<file path="config.mk">
export PLATFORM = sky130hd
export DESIGN_NAME = lt24_pixel_sink
export DESIGN_NICKNAME = d
export VERILOG_FILES = /design/src/rtl/lt24_pixel_sink.sv
export SDC_FILE = /design/constraint.sdc
export NUM_CORES = 1
export LEC_CHECK = 0
export CORE_MARGIN = 1.5
export CORE_UTILIZATION = 35
export DETAILED_ROUTE_END_ITERATION = 7
export PLACE_DENSITY = 0.6
export SLEW_MARGIN = 20
export SYNTH_ARGS = -nofsm -noshare
export SYNTH_HDL_FRONTEND = slang
export SYNTH_SLANG_ARGS = --single-unit
</file>
<file path="constraint.sdc">
create_clock -name clock -period 5 [get_ports clock]
set_clock_uncertainty 0.15 [all_clocks]
set_input_delay 0.75 -clock clock [delete_from_list [all_inputs] [get_ports clock]]
set_output_delay 0.75 -clock clock [all_outputs]
set_load 0.05 [all_outputs]
</file>
<file path="src/rtl/lt24_pixel_sink.sv">
// ============================================================================
// Module   : lt24_pixel_sink
// Purpose  : Responder model of the LT24 pixel port. Checks raster order,
//            counts pixels and signs each frame with a CRC-16-CCITT.
//            Optional macro: PIXEL_SINK_CRC_EN (CRC logic present when defined).
// Revision : 1.0 - initial release
// ============================================================================
`default_nettype none

module lt24_pixel_sink #(
    parameter int WIDTH       = 240,
    parameter int HEIGHT      = 320,
    parameter int INIT_CYCLES = 16,
    parameter int READY_GAP   = 3
) (
    input  logic        clock,
    input  logic        globalReset,
    input  logic [7:0]  xAddr,
    input  logic [8:0]  yAddr,
    input  logic [15:0] pixelData,
    input  logic        pixelWrite,
    output logic        pixelReady,
    output logic        resetApp,
    output logic        frameDone,
    output logic [15:0] frameCrc,
    output logic [16:0] framePixels,
    output logic        seqError,
    output logic        rangeError
);

    localparam int IW = (INIT_CYCLES > 1) ? $clog2(INIT_CYCLES) : 1;
    localparam int GW = (READY_GAP > 1) ? $clog2(READY_GAP) : 1;
    localparam logic [IW-1:0] c_init_last = IW'(INIT_CYCLES - 1);
    localparam logic [GW-1:0] c_gap_last  = GW'((READY_GAP > 0) ? READY_GAP - 1 : 0);
    localparam bit            c_has_gap   = (READY_GAP > 0);
    localparam logic [8:0]    c_width     = 9'(WIDTH);
    localparam logic [9:0]    c_height    = 10'(HEIGHT);
    localparam logic [7:0]    c_x_last    = 8'(WIDTH - 1);
    localparam logic [8:0]    c_y_last    = 9'(HEIGHT - 1);

    typedef enum logic [1:0] {
        S_INIT  = 2'd0,
        S_READY = 2'd1,
        S_GAP   = 2'd2
    } state_t;

    state_t          r_state;
    logic [IW-1:0]   r_init_cnt;
    logic [GW-1:0]   r_gap_cnt;
    logic [7:0]      r_ex;
    logic [8:0]      r_ey;
    logic [16:0]     r_cnt;

    logic w_accept;
    logic w_in_range;
    logic w_x_last;
    logic w_frame_end;

    assign w_accept    = pixelReady & pixelWrite;
    assign w_in_range  = ({1'b0, xAddr} < c_width) && ({1'b0, yAddr} < c_height);
    assign w_x_last    = (xAddr == c_x_last);
    assign w_frame_end = w_x_last && (yAddr == c_y_last);

    always_ff @(posedge clock) begin
        if (!globalReset) begin
            r_state     <= S_INIT;
            r_init_cnt  <= '0;
            r_gap_cnt   <= '0;
            r_ex        <= '0;
            r_ey        <= '0;
            r_cnt       <= '0;
            pixelReady  <= 1'b0;
            resetApp    <= 1'b1;
            frameDone   <= 1'b0;
            framePixels <= '0;
            seqError    <= 1'b0;
            rangeError  <= 1'b0;
        end else begin
            frameDone <= 1'b0;
            case (r_state)
                S_INIT: begin
                    if (r_init_cnt == c_init_last) begin
                        resetApp   <= 1'b0;
                        pixelReady <= 1'b1;
                        r_state    <= S_READY;
                    end else begin
                        r_init_cnt <= r_init_cnt + 1'b1;
                    end
                end
                S_READY: begin
                    if (w_accept && c_has_gap) begin
                        pixelReady <= 1'b0;
                        r_gap_cnt  <= '0;
                        r_state    <= S_GAP;
                    end
                end
                S_GAP: begin
                    if (r_gap_cnt == c_gap_last) begin
                        pixelReady <= 1'b1;
                        r_state    <= S_READY;
                    end else begin
                        r_gap_cnt <= r_gap_cnt + 1'b1;
                    end
                end
                default: r_state <= S_INIT;
            endcase

            if (w_accept) begin
                if (w_in_range) begin
                    if ((xAddr != r_ex) || (yAddr != r_ey))
                        seqError <= 1'b1;
                    // Expected address follows the received pixel, not the old expectation
                    if (w_frame_end) begin
                        framePixels <= r_cnt + 17'd1;
                        r_cnt       <= '0;
                        frameDone   <= 1'b1;
                        r_ex        <= '0;
                        r_ey        <= '0;
                    end else begin
                        r_cnt <= r_cnt + 17'd1;
                        if (w_x_last) begin
                            r_ex <= '0;
                            r_ey <= yAddr + 1'b1;
                        end else begin
                            r_ex <= xAddr + 1'b1;
                        end
                    end
                end else begin
                    rangeError <= 1'b1;
                end
            end
        end
    end

`ifdef PIXEL_SINK_CRC_EN
    logic [15:0] r_crc;
    logic [15:0] w_crc_next;

    // Whole 16-bit word absorbed MSB first in a single cycle
    always_comb begin
        w_crc_next = r_crc;
        for (int i = 15; i >= 0; i--) begin
            if (w_crc_next[15] ^ pixelData[i])
                w_crc_next = {w_crc_next[14:0], 1'b0} ^ 16'h1021;
            else
                w_crc_next = {w_crc_next[14:0], 1'b0};
        end
    end

    always_ff @(posedge clock) begin
        if (!globalReset) begin
            r_crc    <= 16'hFFFF;
            frameCrc <= '0;
        end else if (w_accept && w_in_range) begin
            if (w_frame_end) begin
                frameCrc <= w_crc_next;
                r_crc    <= 16'hFFFF;
            end else begin
                r_crc <= w_crc_next;
            end
        end
    end
`else
    logic w_unused_data;
    assign w_unused_data = ^pixelData;
    assign frameCrc      = '0;
`endif

endmodule

`default_nettype wire

</file>
==> flow_summary.toml <==
[pwr]
powerDensity_nw_per_um2 = 280.4
p_leak_nw = 1.298
ir_worst_vdd_mv = 0.1695

[floorplanning]
die_area_um2 = 10650
io_pins = 74
core-area_um2 = 9774
start_util_pct = 35.96
num_rows = 36
fp.dieW_um = 103.2
dieHeight_um = 103.2

[clocking]
clock-sinks = 64
cts-root-buf = "clkbuf_8"
cts_buffers = 9
htree_levels = 3
postCtsSetupBuffers = 0
tritoncts = "built"
cts_hold_buffers = 0
post_cts_resize_count = 0
clock_latency_ns = 0.35
cts.path.max_buffers = 2
clkTransAtPathRegs_ns = 0.07

[critical_path]
crit_type = "in2reg"
worstReg2RegEnd = "r_cnt[16]"
cp_cell_sequence = "clkdlybuf4s50_1, ha_1, and4bb_2, and4_1, buf_4, and2_0, a211oi_1"
rr_worst_depth = 5
crit_path_end_kind = "register"
timing.rr.start = "r_cnt[0]"
path_buf_inv = 2
critPathTopFamily = "simple AND/OR/NAND/NOR gates"
required_ns = 5.04
slowest_delay_ns = 0.72
r2r_setup_slack_ns = 2.66
slowest_stage = "and2_0"
crit_fanout = 30
crit_arrival_ns = 3.36
critPathLaunchType = "input port"

[worst_hold_path]
hp-class = "reg2reg"
holdPathStages = 2
min_to = "resetApp"
hold_start = "resetApp"

[route]
postRouteWirelength_um = 8121
drt-pass1-iter-count = 4
vias = 3015
drt_iter0_drc = 154
via_per_inst = 5.207
drc_errors = 0
wl_per_cell_um = 14.03
ant_nets = 0

[final_layout]
fillCellCount = 981
fin_area_um2 = 4094
nets = 483
seqCellArea_um2 = 1281
drive_above_1_share_pct = 6.502
antennaDiodeCount = 0
syn2layout_area_growth_pct = 16.48
multi_input_area_um2 = 1983
fin_cells = 579

[global_route]
antenna_found_initial = 0
grt_pass1_vias = 2844
grt_usage_pct = 16.40
grt_pass1_wl_um = 13660
grt_max_degree = 31
grt_overflow_total = 0

[synth]
synth_edf_count = 0
synth.distinct_cells = 53
syn_avg_cell_area_um2 = 8.428
ys_seq_area_share_pct = 36.45
synth-main-ff-cell = "dfxtp_1"
synth_cells = 417
yosys_warnings = 0
synthArstFlopShare_pct = 0
ys_seq_elements = 64
synth_area_um2 = 3515

[sta]
fmax_ghz = 0.3008
hold_viol = 0
relSlewSlack_pct = 38.56
min_period_ns = 3.324
maxSlewViolCount = 0
whs_ns = 0.3134
worst_slew_pin_slew_ns = 0.9205
rsz0062_at_grt = "false"
final.period_utilization_pct = 66.49
fin_tns_setup_ns = 0
setup_viol = 0

[placement]
detailed_place_hpwl_um = 5592
gp_congestion = 0.8431
portBuffers = 41
dp.cells = 564
place_area_um2 = 3909

[flow_run]
maxCapViolCount = 0

[outcome]
status = "finished, final reports clean"
[Yosys cell counts (3+ instances only)]
cell type | count | share of area, %
and3_1 | 6 | 1.1
or3_1 | 3 | 0.53
and4_1 | 4 | 1.0
clkbuf_1 | 10 | 1.1
xnor2_1 | 35 | 8.7
nor3_1 | 9 | 1.3
o21a_1 | 5 | 1.1
buf_4 | 20 | 4.3
nand3b_1 | 5 | 1.1
ha_1 | 5 | 1.8
o21ai_0 | 18 | 2.6
nor4_1 | 6 | 1.1
o211ai_1 | 4 | 0.85
buf_2 | 17 | 2.4
a211oi_1 | 14 | 3.0
and2_1 | 3 | 0.53
nand2b_1 | 3 | 0.53
nand3_1 | 23 | 3.3
o32ai_1 | 3 | 0.75
nand4_1 | 13 | 2.3
o22ai_1 | 5 | 0.89
a32o_1 | 6 | 1.7
nor2_1 | 18 | 1.9
dfxtp_1 | 64 | 36
inv_1 | 6 | 0.64
nand2_1 | 33 | 3.5
xor2_1 | 7 | 1.7
nor3b_1 | 3 | 0.64
a21oi_1 | 41 | 5.8
[where the power goes]
group          internal [mW]  leakage (nW)  switching, mW  total [mW]
clock                  0.225        0.0948          0.203       0.428
sequential             0.526         0.516         0.0162       0.542
combinational         0.0610         0.686          0.117       0.178
[per-layer routing]
| metal | part of all wire [%] | GRT usage [%] |
|---|---|---|
| met3 | 4.4 | 4.301 |
| met2 | 45 | 25.86 |
| met5 | 0 | 0 |
| met4 | 1.3 | 6.237 |
| met1 | 50 | 21.55 |
[layout make-up]
cell class / count / share of cell area (%)
Clock buffer: 9 / 3.026
Clock inverter: 6 / 1.498
Inverter: 6 / 0.5501
Multi-Input combinational cell: 314 / 48.44
Sequential cell: 64 / 31.30
Tap cell: 133 / 4.065
Timing Repair Buffer: 47 / 11.12
[registers in the layout, indices dropped and copies added (netlist names)]
name and count:
framePixels 17, r_state 2, r_gap_cnt 2, pixelReady 1
r_ex 8, r_ey 9, rangeError 1, r_init_cnt 4
r_cnt 17, resetApp 1, frameDone 1, seqError 1
[cells in the final DEF, fill, tap and decap left out, types with 2 or more instances in the layout]
cell / count
a211oi_1: 14
and4_1: 4
conb_1: 16
nor3b_1: 3
nand2_1: 33
buf_4: 6
mux2i_1: 2
clkinv_2: 3
and4b_1: 2
and3_1: 6
inv_1: 6
nand2b_1: 3
clkbuf_8: 9
and2_1: 3
xnor2_1: 35
ha_1: 5
clkdlybuf4s50_1: 41
o21ai_0: 18
o211ai_1: 4
a21oi_1: 41
o22ai_1: 5
or3_1: 3
nor4_1: 6
nor2_1: 18
o32ai_1: 3
nor3_1: 9
nand3b_1: 5
o21a_1: 5
dfxtp_1: 64
a32o_1: 6
xor2_1: 7
a31oi_1: 2
a211oi_2: 2
nand4_1: 13
nand3_1: 23
[worst max-delay path by stage]
| stage | startpoint | endpoint | slack [ns] | cells past startpoint |
|---|---|---|---|---|
| after floorplan | yAddr[0] | framePixels[10] | 2.70 | 7 |
| after global routing | yAddr[0] | framePixels[16] | 1.47 | 7 |
| final | yAddr[0] | framePixels[12] | 1.68 | 7 |
| after global placement | yAddr[0] | framePixels[12] | 1.31 | 7 |
| after CTS | yAddr[0] | framePixels[12] | 1.68 | 7 |
| after detailed placement | yAddr[0] | framePixels[12] | 1.32 | 7 |
[cell families after synthesis]
| family | after synthesis | share of synthesized area [%] |
|---|---|---|
| and+or+nand+nor | 140 | 22.04 |
| xor gates and xnor gates | 42 | 10.47 |
| other | 1 | 0.1067 |
| muxes | 2 | 0.5696 |
| adders and majority gates | 5 | 1.780 |
| buffers and inverters | 54 | 8.722 |
| DFF | 64 | 36.45 |
| AOI/OAI and AO/OA | 109 | 19.87 |
[per-stage QoR]
stage	worst slack [ns]	utilization, %	total power [mW]
2_1_floorplan	2.696	-	0.6897
4_1_cts	1.678	41.88	1.165
6_report	1.676	41.88	1.148
5_1_grt	1.474	41.88	1.206
3_5_place_dp	1.315	39.99	0.7308
3_3_place_gp	1.306	39.99	0.7278
[worst reg2reg max path, delay by kind of cell, from the launching register on]
kind	cells	cell delay, ns
flops	1	0.48
compound gates	2	0.46
fa+ha+maj	1	0.36
simple gates	2	0.79
No activity file was read; power rests on OpenSTA's default activity.
